### src/rtl/ps2_pkg.sv
// ps2_pkg
// Shared types and helpers for the PS/2 scancode decoder.
//   ps2_state_t   : prefix-tracking FSM states
//   PS2_EXT/BRK   : extended (E0) and break (F0) prefix bytes
//   key_event_t   : {extended, released, code} event word (10 bits)
//   ps2_frame_ok  : start/stop/odd-parity check of an 11-bit frame
package ps2_pkg;

    typedef enum logic [1:0] {
        IDLE     = 2'd0,
        GOT_E0   = 2'd1,
        GOT_F0   = 2'd2,
        GOT_E0F0 = 2'd3
    } ps2_state_t;

    localparam logic [7:0] PS2_EXT = 8'hE0;
    localparam logic [7:0] PS2_BRK = 8'hF0;

    typedef struct packed {
        logic       extended;
        logic       released;
        logic [7:0] code;
    } key_event_t;

    // Frame layout: [10] start, [9:2] d0..d7, [1] parity, [0] stop.
    // Odd parity means data bits plus parity bit contain an odd number of ones.
    function automatic logic ps2_frame_ok(input logic [10:0] frame);
        return (frame[10] == 1'b0) && (frame[0] == 1'b1) && (^frame[9:1] == 1'b1);
    endfunction

endpackage

### src/rtl/key_event_fifo.sv
// key_event_fifo
// Synchronous fall-through FIFO for decoded key events.
//   clk, reset : clock, synchronous active-high reset
//   push       : write push_data this cycle (ignored when full unless popping)
//   push_data  : event word to store
//   pop        : remove head this cycle (ignored when empty)
//   rd_data    : current head (zero while empty)
//   full/empty : occupancy flags
//   count      : current occupancy, 0..DEPTH
module key_event_fifo #(
    parameter int DEPTH = 4,
    parameter int WIDTH = 10
) (
    input  logic                       clk,
    input  logic                       reset,
    input  logic                       push,
    input  logic [WIDTH-1:0]           push_data,
    input  logic                       pop,
    output logic [WIDTH-1:0]           rd_data,
    output logic                       full,
    output logic                       empty,
    output logic [$clog2(DEPTH):0]     count
);

    localparam int AW = $clog2(DEPTH);
    localparam logic [AW:0] DEPTH_C = (AW+1)'(DEPTH);

    logic [WIDTH-1:0] mem [DEPTH];
    logic [AW-1:0]    wr_ptr_reg;
    logic [AW-1:0]    rd_ptr_reg;
    logic [AW:0]      count_reg;
    logic             push_ok;
    logic             pop_ok;

    assign full  = (count_reg == DEPTH_C);
    assign empty = (count_reg == '0);
    assign count = count_reg;

    // A pop frees the slot the push needs, so a full FIFO still accepts
    // a write in the same cycle as a read.
    assign pop_ok  = pop && !empty;
    assign push_ok = push && (!full || pop_ok);

    // Head is held in registers; gate to zero so an empty FIFO shows no stale data.
    assign rd_data = empty ? '0 : mem[rd_ptr_reg];

    // Storage has no reset so it can map onto plain memory.
    always_ff @(posedge clk) begin
        if (push_ok) begin
            mem[wr_ptr_reg] <= push_data;
        end
    end

    // Pointers wrap naturally because DEPTH is a power of two.
    always_ff @(posedge clk) begin
        if (reset) begin
            wr_ptr_reg <= '0;
            rd_ptr_reg <= '0;
            count_reg  <= '0;
        end else begin
            if (push_ok) begin
                wr_ptr_reg <= wr_ptr_reg + 1'b1;
            end
            if (pop_ok) begin
                rd_ptr_reg <= rd_ptr_reg + 1'b1;
            end
            case ({push_ok, pop_ok})
                2'b10:   count_reg <= count_reg + 1'b1;
                2'b01:   count_reg <= count_reg - 1'b1;
                default: count_reg <= count_reg;
            endcase
        end
    end

endmodule

### src/rtl/ps2_scancode_decoder.sv
// ps2_scancode_decoder
// Turns strobed 11-bit PS/2 frames into {extended, released, code} key events.
//   clk, reset   : clock, synchronous active-high reset
//   frame_in     : captured frame ([10] start, [9:2] d0..d7, [1] parity, [0] stop)
//   frame_strobe : one-cycle pulse, frame_in is valid this cycle
//   ev_valid     : event FIFO head is valid
//   ev_data      : head event {extended, released, code[7:0]}
//   ev_ready     : consumer takes the head this cycle
//   frame_error  : pulse, bad start/stop/parity
//   seq_error    : pulse, illegal prefix sequence
//   overflow     : pulse, event dropped because the FIFO was full
//   ev_count     : FIFO occupancy
module ps2_scancode_decoder
    import ps2_pkg::*;
#(
    parameter int FIFO_DEPTH = 4
) (
    input  logic                          clk,
    input  logic                          reset,
    input  logic [10:0]                   frame_in,
    input  logic                          frame_strobe,
    output logic                          ev_valid,
    output logic [9:0]                    ev_data,
    input  logic                          ev_ready,
    output logic                          frame_error,
    output logic                          seq_error,
    output logic                          overflow,
    output logic [$clog2(FIFO_DEPTH):0]   ev_count
);

    ps2_state_t state_reg;
    ps2_state_t state_next;
    logic       frame_error_reg;
    logic       frame_error_next;
    logic       seq_error_reg;
    logic       seq_error_next;
    logic       overflow_reg;
    logic       overflow_next;

    logic [7:0] code;
    logic       frame_ok;
    logic       is_ext;
    logic       is_brk;
    logic       emit;
    key_event_t ev_next;
    logic       fifo_full;
    logic       fifo_empty;
    logic [9:0] fifo_head;

    // d0 arrives first and sits at frame bit 9; reverse into code[7:0].
    for (genvar gi = 0; gi < 8; gi++) begin : g_code
        assign code[gi] = frame_in[9-gi];
    end

    assign frame_ok = ps2_frame_ok(frame_in);
    assign is_ext   = (code == PS2_EXT);
    assign is_brk   = (code == PS2_BRK);

    always_comb begin
        state_next       = state_reg;
        emit             = 1'b0;
        ev_next.extended = 1'b0;
        ev_next.released = 1'b0;
        ev_next.code     = code;
        frame_error_next = 1'b0;
        seq_error_next   = 1'b0;
        if (frame_strobe) begin
            if (!frame_ok) begin
                // A corrupted byte may have been part of a prefix; start over.
                frame_error_next = 1'b1;
                state_next       = IDLE;
            end else begin
                case (state_reg)
                    IDLE: begin
                        if (is_ext) begin
                            state_next = GOT_E0;
                        end else if (is_brk) begin
                            state_next = GOT_F0;
                        end else begin
                            emit = 1'b1;
                        end
                    end
                    GOT_E0: begin
                        if (is_brk) begin
                            state_next = GOT_E0F0;
                        end else if (is_ext) begin
                            // Repeated E0 is flagged but the extended prefix is kept.
                            seq_error_next = 1'b1;
                        end else begin
                            emit             = 1'b1;
                            ev_next.extended = 1'b1;
                            state_next       = IDLE;
                        end
                    end
                    GOT_F0: begin
                        state_next = IDLE;
                        if (is_ext || is_brk) begin
                            seq_error_next = 1'b1;
                        end else begin
                            emit             = 1'b1;
                            ev_next.released = 1'b1;
                        end
                    end
                    default: begin // GOT_E0F0
                        state_next = IDLE;
                        if (is_ext || is_brk) begin
                            seq_error_next = 1'b1;
                        end else begin
                            emit             = 1'b1;
                            ev_next.extended = 1'b1;
                            ev_next.released = 1'b1;
                        end
                    end
                endcase
            end
        end
    end

    // Dropped only when full and the consumer is not freeing a slot this cycle.
    assign overflow_next = emit && fifo_full && !ev_ready;

    always_ff @(posedge clk) begin
        if (reset) begin
            state_reg       <= IDLE;
            frame_error_reg <= 1'b0;
            seq_error_reg   <= 1'b0;
            overflow_reg    <= 1'b0;
        end else begin
            state_reg       <= state_next;
            frame_error_reg <= frame_error_next;
            seq_error_reg   <= seq_error_next;
            overflow_reg    <= overflow_next;
        end
    end

    key_event_fifo #(
        .DEPTH (FIFO_DEPTH),
        .WIDTH (10)
    ) u_fifo (
        .clk       (clk),
        .reset     (reset),
        .push      (emit),
        .push_data (ev_next),
        .pop       (ev_ready),
        .rd_data   (fifo_head),
        .full      (fifo_full),
        .empty     (fifo_empty),
        .count     (ev_count)
    );

    assign ev_valid    = !fifo_empty;
    assign ev_data     = fifo_head;
    assign frame_error = frame_error_reg;
    assign seq_error   = seq_error_reg;
    assign overflow    = overflow_reg;

endmodule

### config.mk
export PLATFORM = sky130hd
export DESIGN_NAME = ps2_scancode_decoder
export DESIGN_NICKNAME = d
export VERILOG_FILES = /design/src/rtl/ps2_pkg.sv /design/src/rtl/key_event_fifo.sv /design/src/rtl/ps2_scancode_decoder.sv
export SDC_FILE = /design/constraint.sdc
export NUM_CORES = 1
export LEC_CHECK = 0
export BUFFER_PORTS_ARGS = -buffer_cell sky130_fd_sc_hd__buf_2
export CAP_MARGIN = 20
export CELL_PAD_IN_SITES_DETAIL_PLACEMENT = 1
export CELL_PAD_IN_SITES_GLOBAL_PLACEMENT = 1
export CORE_MARGIN = 5
export CORE_UTILIZATION = 25
export CTS_CLUSTER_DIAMETER = 30
export DETAILED_ROUTE_END_ITERATION = 7
export PLACE_DENSITY = 0.48
export REMOVE_ABC_BUFFERS = 1
export SLEW_MARGIN = 20
export SYNTH_ARGS = -nofsm -noshare
export SYNTH_HDL_FRONTEND = slang
export SYNTH_SLANG_ARGS = --single-unit
### constraint.sdc
create_clock -name clk -period 2.16 [get_ports clk]
set_clock_uncertainty 0.05 [all_clocks]
set_input_delay 0.108 -clock clk [delete_from_list [all_inputs] [get_ports clk]]
set_output_delay 0.108 -clock clk [all_outputs]
set_load 0.02 [all_outputs]
==> results_dict.tcl, run 1 <==
set metrics [dict create \
    status "finished, final reports clean" \
    avgViaCountPerCell 4.24 \
    drive_gt1_frac 0.373 \
    rows 35 \
    async_reset_ff_frac 0 \
    final_common_cell "edfxtp_1" \
    ys_ff_latch 54 \
    fin_cells 312 \
    dieWidth_um 106 \
    grt_use_total 0.0918 \
    vias 1324 \
    drv_cap 0 \
    tritoncts_num_sinks 54 \
    slew_headroom 0.592 \
    fin_crit_ns 2.07 \
    r2r-start "u_fifo.count[0]" \
    placed_cells 304 \
    path_clk_slew_ns 0.10 \
    wire_per_inst_um 15.8 \
    cpPeakStageDelay_ns 0.45 \
    final_cell_mix "edfxtp_1 (40), buf_2 (31), dfxtp_1 (14), buf_4 (14), nor2_1 (13)" \
    worstSetupEndpointType "register" \
    powerDensity_mw_per_mm2 996 \
    tns_ns 0 \
    setup_viol 0 \
    gp_congestion 0.727 \
    crit_type "in2reg" \
    n_antenna_cell 0 \
    yosysWarnings 0 \
    ctsHoldBuffers 0 \
    synth-edff-count 40 \
    reg2reg_setup_slack_ns 0.20 \
    hold_end "u_fifo.mem[3][3]" \
    worstMarginPinSlew_ns 0.611 \
    critical_path.max_fanout 6 \
    die-area_mm2 0.0112 \
    syn_area_per_cell_um2 15.4 \
    slowest_stage "xnor3_2" \
    rsz0062_at_grt "false" \
    timing.rr.end "u_fifo.count[1]" \
    root_buffer "clkbuf_8" \
    path_buf_inv 1 \
    areaGrowthSynthToFinish_pct 24.4 \
    whs_ns 0.0203 \
    min-delay-path-class "in2reg" \
    final_antenna_net_count 0 \
    initial_core_util 0.253 \
    ir_worst_vdd_mv 0.321 \
    nets 220 \
    path_common_cell "nand2_1" \
    finalWirelength_um 4920 \
    synth.distinct_cells 32 \
    core_mm2 0.00911 \
    ys_seq_area_frac 0.644 \
    drt_iter0_drc 35 \
    drtPass1Iterations 4 \
    reg2reg_depth 4 \
    fmax_ghz 0.484 \
    largest_reg_flops 40 \
    synthCells 149 \
    port_buffers 31 \
    cts_tree "done" \
    synth_area_mm2 0.00230 \
    fin_crit_sh 0.956 \
    hold_start "frame_in[6]" \
    hold_viol 0 \
    final_util 0.314 \
    crit_arrival_ns 2.21 \
    cp-start-kind "primary input" \
    grt_pass1_vias 1450 \
    finalMaxSlewViolations 0 \
    io_pins 32 \
    ys.flop_type "edfxtp_1" \
    antenna_found_initial 0 \
    cts_buffers 5 \
    overflow 0 \
    nFillCells 1005 \
    path_cells "buf_2 -> xnor2_1 -> xnor3_2 -> xnor2_2 -> or3_4 -> nand2_1 -> fa_1 -> nand2_1 -> a2bb2oi_2 -> mux2_1" \
    clk_path_buf_depth 2 \
    p_leak_nw 1.06 \
    seq_area_mm2 0.00148 \
    multiInputGateArea_um2 790 \
    clock_latency_ns 0.30 \
    whs_path_depth 1 \
    cts_htree_levels 2 \
    dp_hpwl_um 3700 \
    critPathTopFamily "XOR/XNOR gates" \
    fp.dieH_um 106 \
    critPathRequiredTime_ns 2.30 \
    grt_pass1_wl_um 7820 \
    grt_max_degree 18 \
    drc 0 \
]
-- routing by layer --
layer	vias up	GRT usage	part of all wire
met2	18	0.170	0.55
met4	0	0.0305	0.012
met3	4	0.0170	0.022
met5	-	0	0
li1	644	-	-
met1	658	0.106	0.41
-- cell families (layout without fill, tap and decap cells) --
logic type               Yosys count  count (layout)  synth area share
AO/OA/AOI/OAI                      6               6            0.0185
XOR/XNOR                          10              10            0.0479
adder cells (fa/ha/maj)            5               5            0.0305
buffers and inverters             11              63            0.0179
flip-flops                        54              54             0.644
multiplexers                      15              15             0.121
AND/OR/NAND/NOR                   48              48             0.120
-- through the flow --
| stage | power [W] | setup slack [ns] | cell area, um2 |
|---|---|---|---|
| after floorplan | 0.00192 | -0.208 | 2280 |
| after global placement | 0.00232 | -0.244 | 2760 |
| after detailed placement | 0.00235 | -0.283 | 2760 |
| after CTS | 0.00290 | 0.0406 | 2850 |
| after global routing | 0.00302 | 0.0225 | 2860 |
| final | 0.00285 | 0.0943 | 2860 |
-- report_power, final --
group	switching, W	internal, W	total [W]
Sequential	0.0000484	0.00117	0.00122
Combinational	0.000606	0.000470	0.00108
Clock	0.000325	0.000229	0.000554
Total	0.000980	0.00187	0.00285
-- worst reg2reg max path, delay by kind of cell, from the launching register on --
kind          cells  cell delay (ns)
simple gates      2             0.88
flops             1             0.35
mux               2             0.57
-- area by class of cell --
class,count,area share
Clock inverter,3,0.00700
Clock buffer,5,0.0240
Tap cell,111,0.0485
Timing Repair Buffer,49,0.119
Multi-Input combinational cell,84,0.276
Inverter,6,0.00787
Sequential cell,54,0.518
-- worst max path at each step --
stage / end / slack [ns] / startpoint / depth (start not counted)
6_report: u_fifo.count[2] / 0.09 / frame_in[6] / 10
5_1_grt: u_fifo.mem[3][8] / 0.02 / frame_in[6] / 8
4_1_cts: u_fifo.count[2] / 0.04 / frame_in[7] / 10
3_5_place_dp: u_fifo.count[2] / -0.28 / frame_in[3] / 10
3_3_place_gp: u_fifo.count[2] / -0.24 / frame_in[3] / 10
2_1_floorplan: u_fifo.count[2] / -0.21 / u_fifo.count[2] / 7
-- Yosys cell counts (all sizes together) (2+ instances only) --
cell type	count	area, um2
a21oi	2	10.0
and2	6	37.5
clkbuf	4	15.0
dfxtp	14	280
edfxtp	40	1200
ha	4	50.1
inv	6	22.5
mux2	3	33.8
mux2i	2	20.0
mux4	10	225
nand2	4	15.0
nand2b	2	12.5
nor2	13	48.8
nor2b	12	75.1
nor3	4	20.0
or3	2	12.5
xnor2	6	60.1
xor2	3	26.3
-- timing repair --
action,CTS,global route
endpoints found under the setup margin,0,1
gates resized for setup,0,2
setup buffers,0,0
Note: power is estimated with default switching activity, not from simulation.
==> run 2, diff against run 1 <==
--- a/config.mk
+++ b/config.mk
@@ -13,7 +13,7 @@
 export CORE_UTILIZATION = 25
 export CTS_CLUSTER_DIAMETER = 30
 export DETAILED_ROUTE_END_ITERATION = 7
-export PLACE_DENSITY = 0.48
+export PLACE_DENSITY = 0.46
 export REMOVE_ABC_BUFFERS = 1
 export SLEW_MARGIN = 20
 export SYNTH_ARGS = -nofsm -noshare
==> constraint.sdc (replaced) <==
create_clock -name clk -period 2.36 [get_ports clk]
set_clock_uncertainty 0.05 [all_clocks]
set_input_delay 0.118 -clock clk [delete_from_list [all_inputs] [get_ports clk]]
set_output_delay 0.118 -clock clk [all_outputs]
set_load 0.02 [all_outputs]
==> run 2 against run 1 <==
Compared with the run above:
- power fell by 4.1%
- clock-buffer cell count is the same
- cell area shrank 0.22%
- critical path depth is the same
- global-route usage up 0.054 points
- critical path type unchanged
==> results_dict.tcl, run 2 (synthesis results as in run 1) <==
set metrics [dict create \
    status "finished, final reports clean" \
    overflow 0 \
    timing.rr.end "u_fifo.count[1]" \
    root_buffer "clkbuf_8" \
    cts_buffers 5 \
    ir_worst_vdd_mv 0.395 \
    reg2reg_depth 4 \
    path_cells "buf_2 -> xnor2_1 -> xnor3_2 -> xnor2_2 -> or3_1 -> nand2_1 -> fa_1 -> nor2_1 -> a2bb2oi_1 -> mux2_1" \
    areaGrowthSynthToFinish_pct 24.1 \
    slowest_stage "or3_1" \
    post_cts_buffers 0 \
    setup_viol 0 \
    gp_congestion 0.747 \
    tns_ns 0 \
    rsz0062_at_grt "false" \
    drive_gt1_frac 0.359 \
    final_antenna_net_count 0 \
    initial_core_util 0.253 \
    drc 0 \
    crit_type "in2reg" \
    seq_area_mm2 0.00148 \
    critPathLaunch "frame_in[7]" \
    worstSetupEndpointType "register" \
    fp.dieH_um 106 \
    grt_use_total 0.0923 \
    cts_tree "done" \
    hold_viol 0 \
    critical_path.max_fanout 6 \
    drt_iter0_drc 41 \
    clk_path_buf_depth 2 \
    finalWirelength_um 4990 \
    io_pins 32 \
    avgViaCountPerCell 4.32 \
    clock_latency_ns 0.31 \
    core_mm2 0.00911 \
    final_cell_mix "edfxtp_1 (40), buf_2 (31), dfxtp_1 (14)" \
    p_leak_nw 1.06 \
    nets 217 \
    total_power_w 0.00273 \
    nFillCells 973 \
    powerDensity_mw_per_mm2 957 \
    drv_cap 0 \
    cts_resized 0 \
    path_clk_slew_ns 0.11 \
    slew_headroom 0.620 \
    grt_pass1_vias 1478 \
    wire_per_inst_um 16.2 \
    cts_htree_levels 2 \
    port_buffers 31 \
    cp-start-kind "primary input" \
    vias 1336 \
    die-area_mm2 0.0112 \
    whs_ns 0.0168 \
    min-delay-path-class "in2reg" \
    dp_hpwl_um 3690 \
    grt_pass1_wl_um 7910 \
    reg2reg_setup_slack_ns 0.38 \
    antenna_found_initial 0 \
    tritoncts_num_sinks 54 \
    crit_arrival_ns 2.26 \
    crit_end "u_fifo.count[2]" \
    drtPass1Iterations 4 \
    final_common_cell "edfxtp_1" \
    multiInputGateArea_um2 778 \
    largest_reg_flops 40 \
    critPathRequiredTime_ns 2.52 \
    finalMaxSlewViolations 0 \
    fin_crit_sh 0.891 \
    ctsHoldBuffers 0 \
    r2r-start "u_fifo.count[0]" \
    worstMarginPinSlew_ns 0.569 \
    n_antenna_cell 0 \
    rows 35 \
    grt_max_degree 19 \
    fin_crit_ns 2.10 \
    dieWidth_um 106 \
    fmax_ghz 0.476 \
    cpPeakStageDelay_ns 0.40 \
]
[run 2: changes by cell type in the layout (fill, tap and decap cells not counted), sizes merged]
cell,change
buf,-3
bufinv,+1
clkinv,-1
clkinvlp,-1
inv,+1
[run 2: critical path, delay by kind of cell]
kind | cells | cell delay [ns]
AOI/OAI and AO/OA | 1 | 0.18
and+or+nand+nor | 3 | 0.54
adders and majority gates | 1 | 0.18
buffers and inverters | 1 | 0.14
muxes | 1 | 0.33
xor gates and xnor gates | 3 | 0.75
[run 2: final cells by class]
cell class,instances,area share
clock inverter,3,0.0167
tap,111,0.0486
sequential,54,0.519
clock buffer,5,0.0241
inverter,6,0.00789
timing repair buffer,46,0.111
multi-input combinational,84,0.273
[run 2: worst min-delay path by stage]
| stage | slack, ns | from | to | depth (start not counted) |
|---|---|---|---|---|
| after floorplan | 0.14 | reset | register | 1 |
| after global placement | 0.33 | frame_in[8] | u_fifo.mem[1][1] | 1 |
| after detailed placement | 0.34 | frame_in[8] | u_fifo.mem[2][1] | 1 |
| after CTS | 0.003 | frame_in[8] | u_fifo.mem[2][1] | 1 |
| after global routing | 0.002 | frame_in[8] | u_fifo.mem[2][1] | 1 |
| final | 0.02 | frame_in[8] | u_fifo.mem[2][1] | 1 |
[run 2: metrics by stage]
| step | std cells | worst slack, ns | area [um2] | util |
|---|---|---|---|---|
| 2_1_floorplan | 144 | -0.00769 | 2280 | - |
| 3_3_place_gp | 301 | -0.0486 | 2740 | 0.301 |
| 3_5_place_dp | 301 | -0.110 | 2740 | 0.301 |
| 4_1_cts | 309 | 0.233 | 2860 | 0.313 |
| 5_1_grt | 309 | 0.159 | 2860 | 0.313 |
| 6_report | 309 | 0.257 | 2860 | 0.313 |
[run 2: power breakdown]
group	switching, W	internal (W)
clock	0.000322	0.000324
combinational	0.000547	0.000422
sequential	0.0000445	0.00107
[run 2: metal layers]
metal | vias to the layer above | track usage | part of all wire
met4 | 0 | 0.0389 | 0.022
met2 | 20 | 0.168 | 0.53
li1 | 640 | - | -
met1 | 669 | 0.107 | 0.42
met3 | 7 | 0.0152 | 0.023
met5 | - | 0 | 0
